$ cat src/rtl/dt_dispatch_pkg.sv
// Shared types and header layout for the data line dispatcher.
// Line geometry normally comes from the project defines file; fallbacks keep this file standalone.
`ifndef DATA_LINE_WIDTH
`define DATA_LINE_WIDTH 64
`endif
`ifndef NUM_PUS_PER_CLUSTER_BITS
`define NUM_PUS_PER_CLUSTER_BITS 4
`endif

package dt_dispatch_pkg;

    localparam int unsigned DATA_LINE_WIDTH          = `DATA_LINE_WIDTH;
    localparam int unsigned NUM_PUS_PER_CLUSTER_BITS = `NUM_PUS_PER_CLUSTER_BITS;

    localparam int unsigned HDR_OP_LSB      = 0;
    localparam int unsigned HDR_OP_W        = 2;
    localparam int unsigned HDR_CLUSTER_LSB = 8;
    localparam int unsigned HDR_CLUSTER_W   = 8;
    localparam int unsigned HDR_PU_LSB      = 16;
    localparam int unsigned HDR_PU_W        = 8;
    localparam int unsigned HDR_CNT_LSB     = 32;
    localparam int unsigned HDR_CNT_W       = 32;

    typedef enum logic [1:0] {
        OpProg0 = 2'd0,
        OpProg1 = 2'd1,
        OpProg2 = 2'd2,
        OpData  = 2'd3
    } opcode_e;

    typedef enum logic [1:0] {
        StIdle = 2'd0,
        StProg = 2'd1,
        StData = 2'd2
    } state_e;

endpackage

$ cat src/rtl/dispatch_out_slot.sv
// Single per-cluster output register: load when free, drain on ready, otherwise hold.
module dispatch_out_slot
    import dt_dispatch_pkg::*;
(
    input  logic                                clk,
    input  logic                                rst_n,
    input  logic                                load,
    input  logic [DATA_LINE_WIDTH-1:0]          line_in,
    input  logic                                last_in,
    input  logic                                ctrl_in,
    input  logic [1:0]                          prog_in,
    input  logic [NUM_PUS_PER_CLUSTER_BITS-1:0] pu_in,
    input  logic                                out_ready,
    output logic                                free,
    output logic                                out_valid,
    output logic [DATA_LINE_WIDTH-1:0]          out_line,
    output logic                                out_last,
    output logic                                out_ctrl,
    output logic [1:0]                          out_prog,
    output logic [NUM_PUS_PER_CLUSTER_BITS-1:0] out_pu
);

    logic                                valid_q;
    logic [DATA_LINE_WIDTH-1:0]          line_q;
    logic                                last_q;
    logic                                ctrl_q;
    logic [1:0]                          prog_q;
    logic [NUM_PUS_PER_CLUSTER_BITS-1:0] pu_q;

    // Payload registers only change on load, so they stay stable while stalled.
    always_ff @(posedge clk or negedge rst_n) begin
        if (!rst_n) begin
            valid_q <= 1'b0;
            line_q  <= '0;
            last_q  <= 1'b0;
            ctrl_q  <= 1'b0;
            prog_q  <= '0;
            pu_q    <= '0;
        end else if (load) begin
            valid_q <= 1'b1;
            line_q  <= line_in;
            last_q  <= last_in;
            ctrl_q  <= ctrl_in;
            prog_q  <= prog_in;
            pu_q    <= pu_in;
        end else if (out_ready) begin
            valid_q <= 1'b0;
        end
    end

    assign free      = !valid_q || out_ready;
    assign out_valid = valid_q;
    assign out_line  = line_q;
    assign out_last  = last_q;
    assign out_ctrl  = ctrl_q;
    assign out_prog  = prog_q;
    assign out_pu    = pu_q;

endmodule

$ cat src/rtl/data_line_dispatcher.sv
// Decodes job headers and routes payload lines to one cluster (program) or all clusters (data).
module data_line_dispatcher
    import dt_dispatch_pkg::*;
#(
    parameter int unsigned NUM_CLUSTERS = 4,
    parameter int unsigned CNT_WIDTH    = 32
) (
    input  logic                                             clk,
    input  logic                                             rst_n,
    input  logic [DATA_LINE_WIDTH-1:0]                       in_line,
    input  logic                                             in_valid,
    output logic                                             in_ready,
    output logic [NUM_CLUSTERS*DATA_LINE_WIDTH-1:0]          out_line,
    output logic [NUM_CLUSTERS-1:0]                          out_valid,
    output logic [NUM_CLUSTERS-1:0]                          out_last,
    output logic [NUM_CLUSTERS-1:0]                          out_ctrl,
    output logic [NUM_CLUSTERS*2-1:0]                        out_prog,
    output logic [NUM_CLUSTERS*NUM_PUS_PER_CLUSTER_BITS-1:0] out_pu,
    input  logic [NUM_CLUSTERS-1:0]                          out_ready,
    output logic                                             err_bad_cluster,
    output logic [CNT_WIDTH-1:0]                             lines_dispatched
);

    localparam int unsigned PuW = NUM_PUS_PER_CLUSTER_BITS;

    state_e                     state_q, state_d;
    logic [CNT_WIDTH-1:0]       remain_q, remain_d;
    opcode_e                    op_q;
    logic [HDR_CLUSTER_W-1:0]   cluster_q;
    logic [PuW-1:0]             pu_q;
    logic                       err_q;
    logic [CNT_WIDTH-1:0]       cnt_q;
    logic                       en_q;

    opcode_e                    hdr_op;
    logic [CNT_WIDTH-1:0]       hdr_cnt;
    logic [NUM_CLUSTERS-1:0]    target_sel;
    logic                       target_ok;
    logic                       target_free;
    logic [NUM_CLUSTERS-1:0]    slot_free;
    logic [NUM_CLUSTERS-1:0]    load;
    logic                       accept;
    logic                       slot_last;
    logic                       slot_ctrl;
    logic [1:0]                 slot_prog;
    logic [PuW-1:0]             slot_pu;

    assign hdr_op  = opcode_e'(in_line[HDR_OP_LSB +: HDR_OP_W]);
    assign hdr_cnt = in_line[HDR_CNT_LSB +: CNT_WIDTH];

    // An out-of-range cluster id matches no slot, which is how bad targets are detected.
    always_comb begin
        target_sel = '0;
        for (int c = 0; c < NUM_CLUSTERS; c++) begin
            target_sel[c] = (cluster_q == HDR_CLUSTER_W'(c));
        end
    end

    assign target_ok   = |target_sel;
    assign target_free = |(target_sel & slot_free);

    always_ff @(posedge clk or negedge rst_n) begin
        if (!rst_n) begin
            state_q  <= StIdle;
            remain_q <= '0;
        end else begin
            state_q  <= state_d;
            remain_q <= remain_d;
        end
    end

    always_comb begin
        state_d  = state_q;
        remain_d = remain_q;
        case (state_q)
            StIdle: begin
                if (accept) begin
                    remain_d = hdr_cnt;
                    if (hdr_cnt != '0) begin
                        state_d = (hdr_op == OpData) ? StData : StProg;
                    end
                end
            end
            StProg, StData: begin
                if (accept) begin
                    remain_d = remain_q - 1'b1;
                    if (remain_q == CNT_WIDTH'(1)) begin
                        state_d = StIdle;
                    end
                end
            end
            default: state_d = StIdle;
        endcase
    end

    always_comb begin
        in_ready = 1'b0;
        load     = '0;
        case (state_q)
            StIdle:  in_ready = en_q;
            StProg:  in_ready = en_q && (!target_ok || target_free);
            StData:  in_ready = en_q && (&slot_free);
            default: in_ready = 1'b0;
        endcase
        accept = in_valid && in_ready;
        if (accept && state_q == StProg) begin
            load = target_sel;
        end else if (accept && state_q == StData) begin
            load = '1;
        end
    end

    assign slot_last = (remain_q == CNT_WIDTH'(1));
    assign slot_ctrl = (state_q == StProg);
    assign slot_prog = (state_q == StData) ? OpData : op_q;
    assign slot_pu   = (state_q == StData) ? '0 : pu_q;

    always_ff @(posedge clk or negedge rst_n) begin
        if (!rst_n) begin
            op_q      <= OpProg0;
            cluster_q <= '0;
            pu_q      <= '0;
            err_q     <= 1'b0;
            cnt_q     <= '0;
            en_q      <= 1'b0;
        end else begin
            en_q <= 1'b1;
            if (accept && state_q == StIdle) begin
                op_q      <= hdr_op;
                cluster_q <= in_line[HDR_CLUSTER_LSB +: HDR_CLUSTER_W];
                pu_q      <= in_line[HDR_PU_LSB +: PuW];
            end
            if (accept && state_q == StProg && !target_ok) begin
                err_q <= 1'b1;
            end
            if (|load) begin
                cnt_q <= cnt_q + 1'b1;
            end
        end
    end

    assign err_bad_cluster  = err_q;
    assign lines_dispatched = cnt_q;

    for (genvar c = 0; c < NUM_CLUSTERS; c++) begin : g_slot
        dispatch_out_slot u_slot (
            .clk       (clk),
            .rst_n     (rst_n),
            .load      (load[c]),
            .line_in   (in_line),
            .last_in   (slot_last),
            .ctrl_in   (slot_ctrl),
            .prog_in   (slot_prog),
            .pu_in     (slot_pu),
            .out_ready (out_ready[c]),
            .free      (slot_free[c]),
            .out_valid (out_valid[c]),
            .out_line  (out_line[c*DATA_LINE_WIDTH +: DATA_LINE_WIDTH]),
            .out_last  (out_last[c]),
            .out_ctrl  (out_ctrl[c]),
            .out_prog  (out_prog[c*2 +: 2]),
            .out_pu    (out_pu[c*PuW +: PuW])
        );
    end

endmodule
$ cat config.mk
export PLATFORM = sky130hd
export DESIGN_NAME = data_line_dispatcher
export DESIGN_NICKNAME = d
export VERILOG_FILES = /design/src/rtl/dt_dispatch_pkg.sv /design/src/rtl/dispatch_out_slot.sv /design/src/rtl/data_line_dispatcher.sv
export SDC_FILE = /design/constraint.sdc
export NUM_CORES = 1
export LEC_CHECK = 0
export BUFFER_PORTS_ARGS = -buffer_cell sky130_fd_sc_hd__buf_2
export CELL_PAD_IN_SITES_DETAIL_PLACEMENT = 1
export CELL_PAD_IN_SITES_GLOBAL_PLACEMENT = 1
export CORE_MARGIN = 5
export CORE_UTILIZATION = 36
export DETAILED_ROUTE_END_ITERATION = 16
export GPL_ROUTABILITY_DRIVEN = 1
export MAX_ROUTING_LAYER = met4
export PLACE_DENSITY = 0.81
export SYNTH_ARGS = -nofsm -noshare
export SYNTH_HDL_FRONTEND = slang
export SYNTH_SLANG_ARGS = --single-unit
$ cat constraint.sdc
create_clock -name clk -period 2.4 [get_ports clk]
set_input_delay 0.72 -clock clk [delete_from_list [all_inputs] [get_ports clk]]
set_output_delay 0.72 -clock clk [all_outputs]
set_load 0.02 [all_outputs]
==> impl_metrics.csv <==
group,metric,value,unit
worst_setup_path,cp_data_required_time,1.68,ns
timing,period_share,133,%
yosys,synth_ff_type,"dfrtp_1",
worst_setup_path,crit_type,"flip-flop to primary output",
yosys,netlist.area_leader.share,56.5,%
worst_setup_path,worst-path-buf-inv,1,
min_path,hp-class,"input pin to asynchronous set/reset pin",
yosys,synth_edf_count,0,
clocking,cts_tree,"yes",
detailed_routing,wl_per_cell,28.1,um
floorplanning,initial_core_util,36.5,%
worst_setup_path,path_delay_family,"simple AND/OR/NAND/NOR gates",
cells_and_area,fin_cells,2342,
placement,hpwl,38400,um
timing,setup_ws,-0.786,ns
global_routing,antenna_found_initial,6,
detailed_routing,drtIter0Drc,632,
global_routing,grt_pass1_vias,14100,
placement,port_buffers,396,
worst_setup_path,end_kind,"primary output",
clocking,clk_path_buf_depth,3,
flow_run,cap_violations,0,
global_routing,grt_start_max_net_pins,68,
global_routing,use_met2,44.0,%
timing,grt_setup_unrepaired,"true",
yosys,yosysWarnings,0,
power_and_ir_drop,p_leak,11.9,nW
yosys,syn_area_per_cell,14.9,um2
detailed_routing,drt-vias-per-instance,5.20,
placement,pre_cts_slack,-0.551,ns
cells_and_area,n_fill_cell,4504,
floorplanning,die_w,224,um
floorplanning,coreArea,45400,um2
placement,gp_congestion,0.808,
global_routing,overflow,0,
power_and_ir_drop,vdd_drop_max,0.767,mV
outcome,violations,"setup timing",
floorplanning,io_pins,397,
clocking,cts_buffers,44,
yosys,ys_ff_latch,374,
power_and_ir_drop,powerDensity,1250,nW/um2
detailed_routing,firstDrtPassIters,4,
timing,fin_skew,0.0171,ns
worst_setup_path,crit_slowest_cell,"or4_4",
yosys,syn_inst,1108,
yosys,netlist-cell-type-count,60,
floorplanning,fp.dieH,224,um
cells_and_area,fin_nets,1779,
yosys,yosysSeqAreaShare,56.5,%
worst_setup_path,startpoint_type,"flip-flop",
yosys,synth_top_area_cell,"dfrtp_1",
outcome,status,"finished with violations",
detailed_routing,vias,12200,
worst_setup_path,path_cells,"or4_4, or3_4, nor4_4, nor4b_4, buf_4",
timing,setup_viol,360,
worst_setup_path,cp_max_fo,2,
global_routing,use_met1,30.0,%
cells_and_area,drive_above_1_share,61.9,%
global_routing,grt.total_usage,25.9,%
timing,worst_pin_slew,0.817,ns
detailed_routing,drc,0,
yosys,synthTopCellsByArea,"dfrtp_1 (57%), mux2_4 (23%), buf_6 (1.9%)",
clocking,clock_sinks,374,
timing,holdWs,0.0983,ns
worst_setup_path,arrival,2.47,ns
placement,placed_cells,2163,
clocking,clkLatencyLatePin,0.57,ns
timing,slew_violations,0,
clocking,cts_root_buf,"clkbuf_16",
global_routing,grt_pass1_wl,95900,um
clocking,clk_pin_slew,0.06,ns
timing,relSlewSlack,44.8,%
clocking,cts_hold_buf,0,
yosys,async_flop_share,100,%
detailed_routing,ant_nets,0,
yosys,ys_top_cells_by_count,"dfrtp_1 (374), mux2_4 (258), nand2_1 (37), a21oi_1 (33), o21ai_0 (29)",
floorplanning,dieArea,50400,um2
global_routing,top_usage_layer,"met2",
clocking,cts_max_level,2,
floorplanning,rows,78,
global_routing,use_met3,5.93,%
timing,finalHoldViolCount,0,
worst_setup_path,slowest_delay,0.56,ns
yosys,synth_area,16600,um2
yosys,yosysMostFrequentCell,"dfrtp_1",
timing,fmax,314,MHz
detailed_routing,wl,65800,um
timing,min_period,3.19,ns
yosys,syn_nets,1186,
cells_and_area,synthToLayoutAreaGrowth,45.4,%
[cells in the final DEF (no fill, tap or decap), types with 14 or more instances in the layout]
cell       count
xnor2_1       17
buf_4         97
nand3_1       17
buf_2        394
nand2_1       34
clkbuf_16     48
o21ai_0       17
dfrtp_1      374
nand4_1       21
nor2_1        25
mux2_4       277
nor3_1        14
buf_12        45
buf_16        33
mux2_2        22
buf_6         24
nor4_1        14
a21oi_2       19
[per-layer routing]
| metal | routed length [um] | up-vias |
|---|---|---|
| met4 | 2690 | 0 |
| met5 | 0 | - |
| met1 | 25900 | 6405 |
| li1 | - | 5194 |
| met2 | 33400 | 428 |
| met3 | 3900 | 145 |
[sequential cells by signal (all words and copies together), names as in the netlist]
register / cells
en_q: 1
lines_dispatched: 32
g_slot.u_slot.out_ctrl: 4
op_q: 2
g_slot.u_slot.out_valid: 4
state_q: 2
pu_q: 4
g_slot.u_slot.out_pu: 16
g_slot.u_slot.out_line: 256
remain_q: 32
g_slot.u_slot.out_prog: 8
g_slot.u_slot.out_last: 4
cluster_q: 8
err_bad_cluster: 1
[what timing repair did]
action                                  in CTS  in global routing
endpoints found under the setup margin     360                360
resized for setup                          175                 55
setup buffers                               52                 13
gates cloned                                40                  2
pin swaps                                   32                 24
[cells by family after synthesis]
| logic type | share of synthesized area, % |
|---|---|
| AOI/OAI and AO/OA | 4.75 |
| xor gates and xnor gates | 1.64 |
| adders and majority gates | 0.529 |
| buffers and inverters | 3.31 |
| DFF | 56.5 |
| muxes | 26.5 |
| other | 0.0227 |
| and+or+nand+nor | 6.71 |
[worst reg2reg max path, delay by kind of cell (launching register included)]
kind / cells / cell delay, ns
buffers and inverters: 6 / 0.92
AND/OR/NAND/NOR: 3 / 1.01
flip-flops: 1 / 0.41
multiplexers: 1 / 0.30
AO/OA/AOI/OAI: 2 / 0.42
[through the flow]
stage	total power [mW]	setup TNS [ns]	util [%]	cell area, um2
2_1_floorplan	16.9	-27.54	-	16700
3_3_place_gp	20.6	-162.26	44.3	20100
3_5_place_dp	21.1	-170.98	44.3	20100
4_1_cts	29.7	-233.56	52.5	23800
5_1_grt	31.4	-238.26	53.0	24100
6_report	30.1	-220.08	53.0	24100
[final cells by class]
type	instances	area, um2	area share, %
Inverter	10	37.5	0.156
Tap cell	600	751	3.12
Clock inverter	16	229	0.951
Sequential cell	374	9360	38.9
Multi-Input combinational cell	662	7300	30.3
Timing Repair Buffer	609	5050	21.0
Antenna cell	7	17.5	0.0728
Clock buffer	64	1330	5.52
[power breakdown]
part / total, mW / internal (mW) / leakage (nW) / switching, mW
clock: 7.26 / 4.39 / 0.764 / 2.87
sequential: 10.4 / 8.61 / 4.88 / 1.83
combinational: 12.4 / 5.78 / 6.25 / 6.67
[final timing paths]
kind	start	end	slack, ns	cells past startpoint
max	cluster_q[4]$_DFFE_PN0P_	in_ready	-0.79	5
min	rst_n	g_slot[2].u_slot.out_line[4]$_DFFE_PN0P_	0.1	1
max reg2reg	cluster_q[4]$_DFFE_PN0P_	g_slot[0].u_slot.out_line[58]$_DFFE_PN0P_	-0.78	12
min reg2reg	g_slot[2].u_slot.out_ctrl$_DFFE_PN0P_	g_slot[2].u_slot.out_ctrl$_DFFE_PN0P_	0.49	1
max in group asynchronous	rst_n	g_slot[1].u_slot.out_line[46]$_DFFE_PN0P_	1.49	2
min in group clk	in_line[22]	g_slot[1].u_slot.out_line[22]$_DFFE_PN0P_	0.44	2
(Power assumes the default switching activity.)
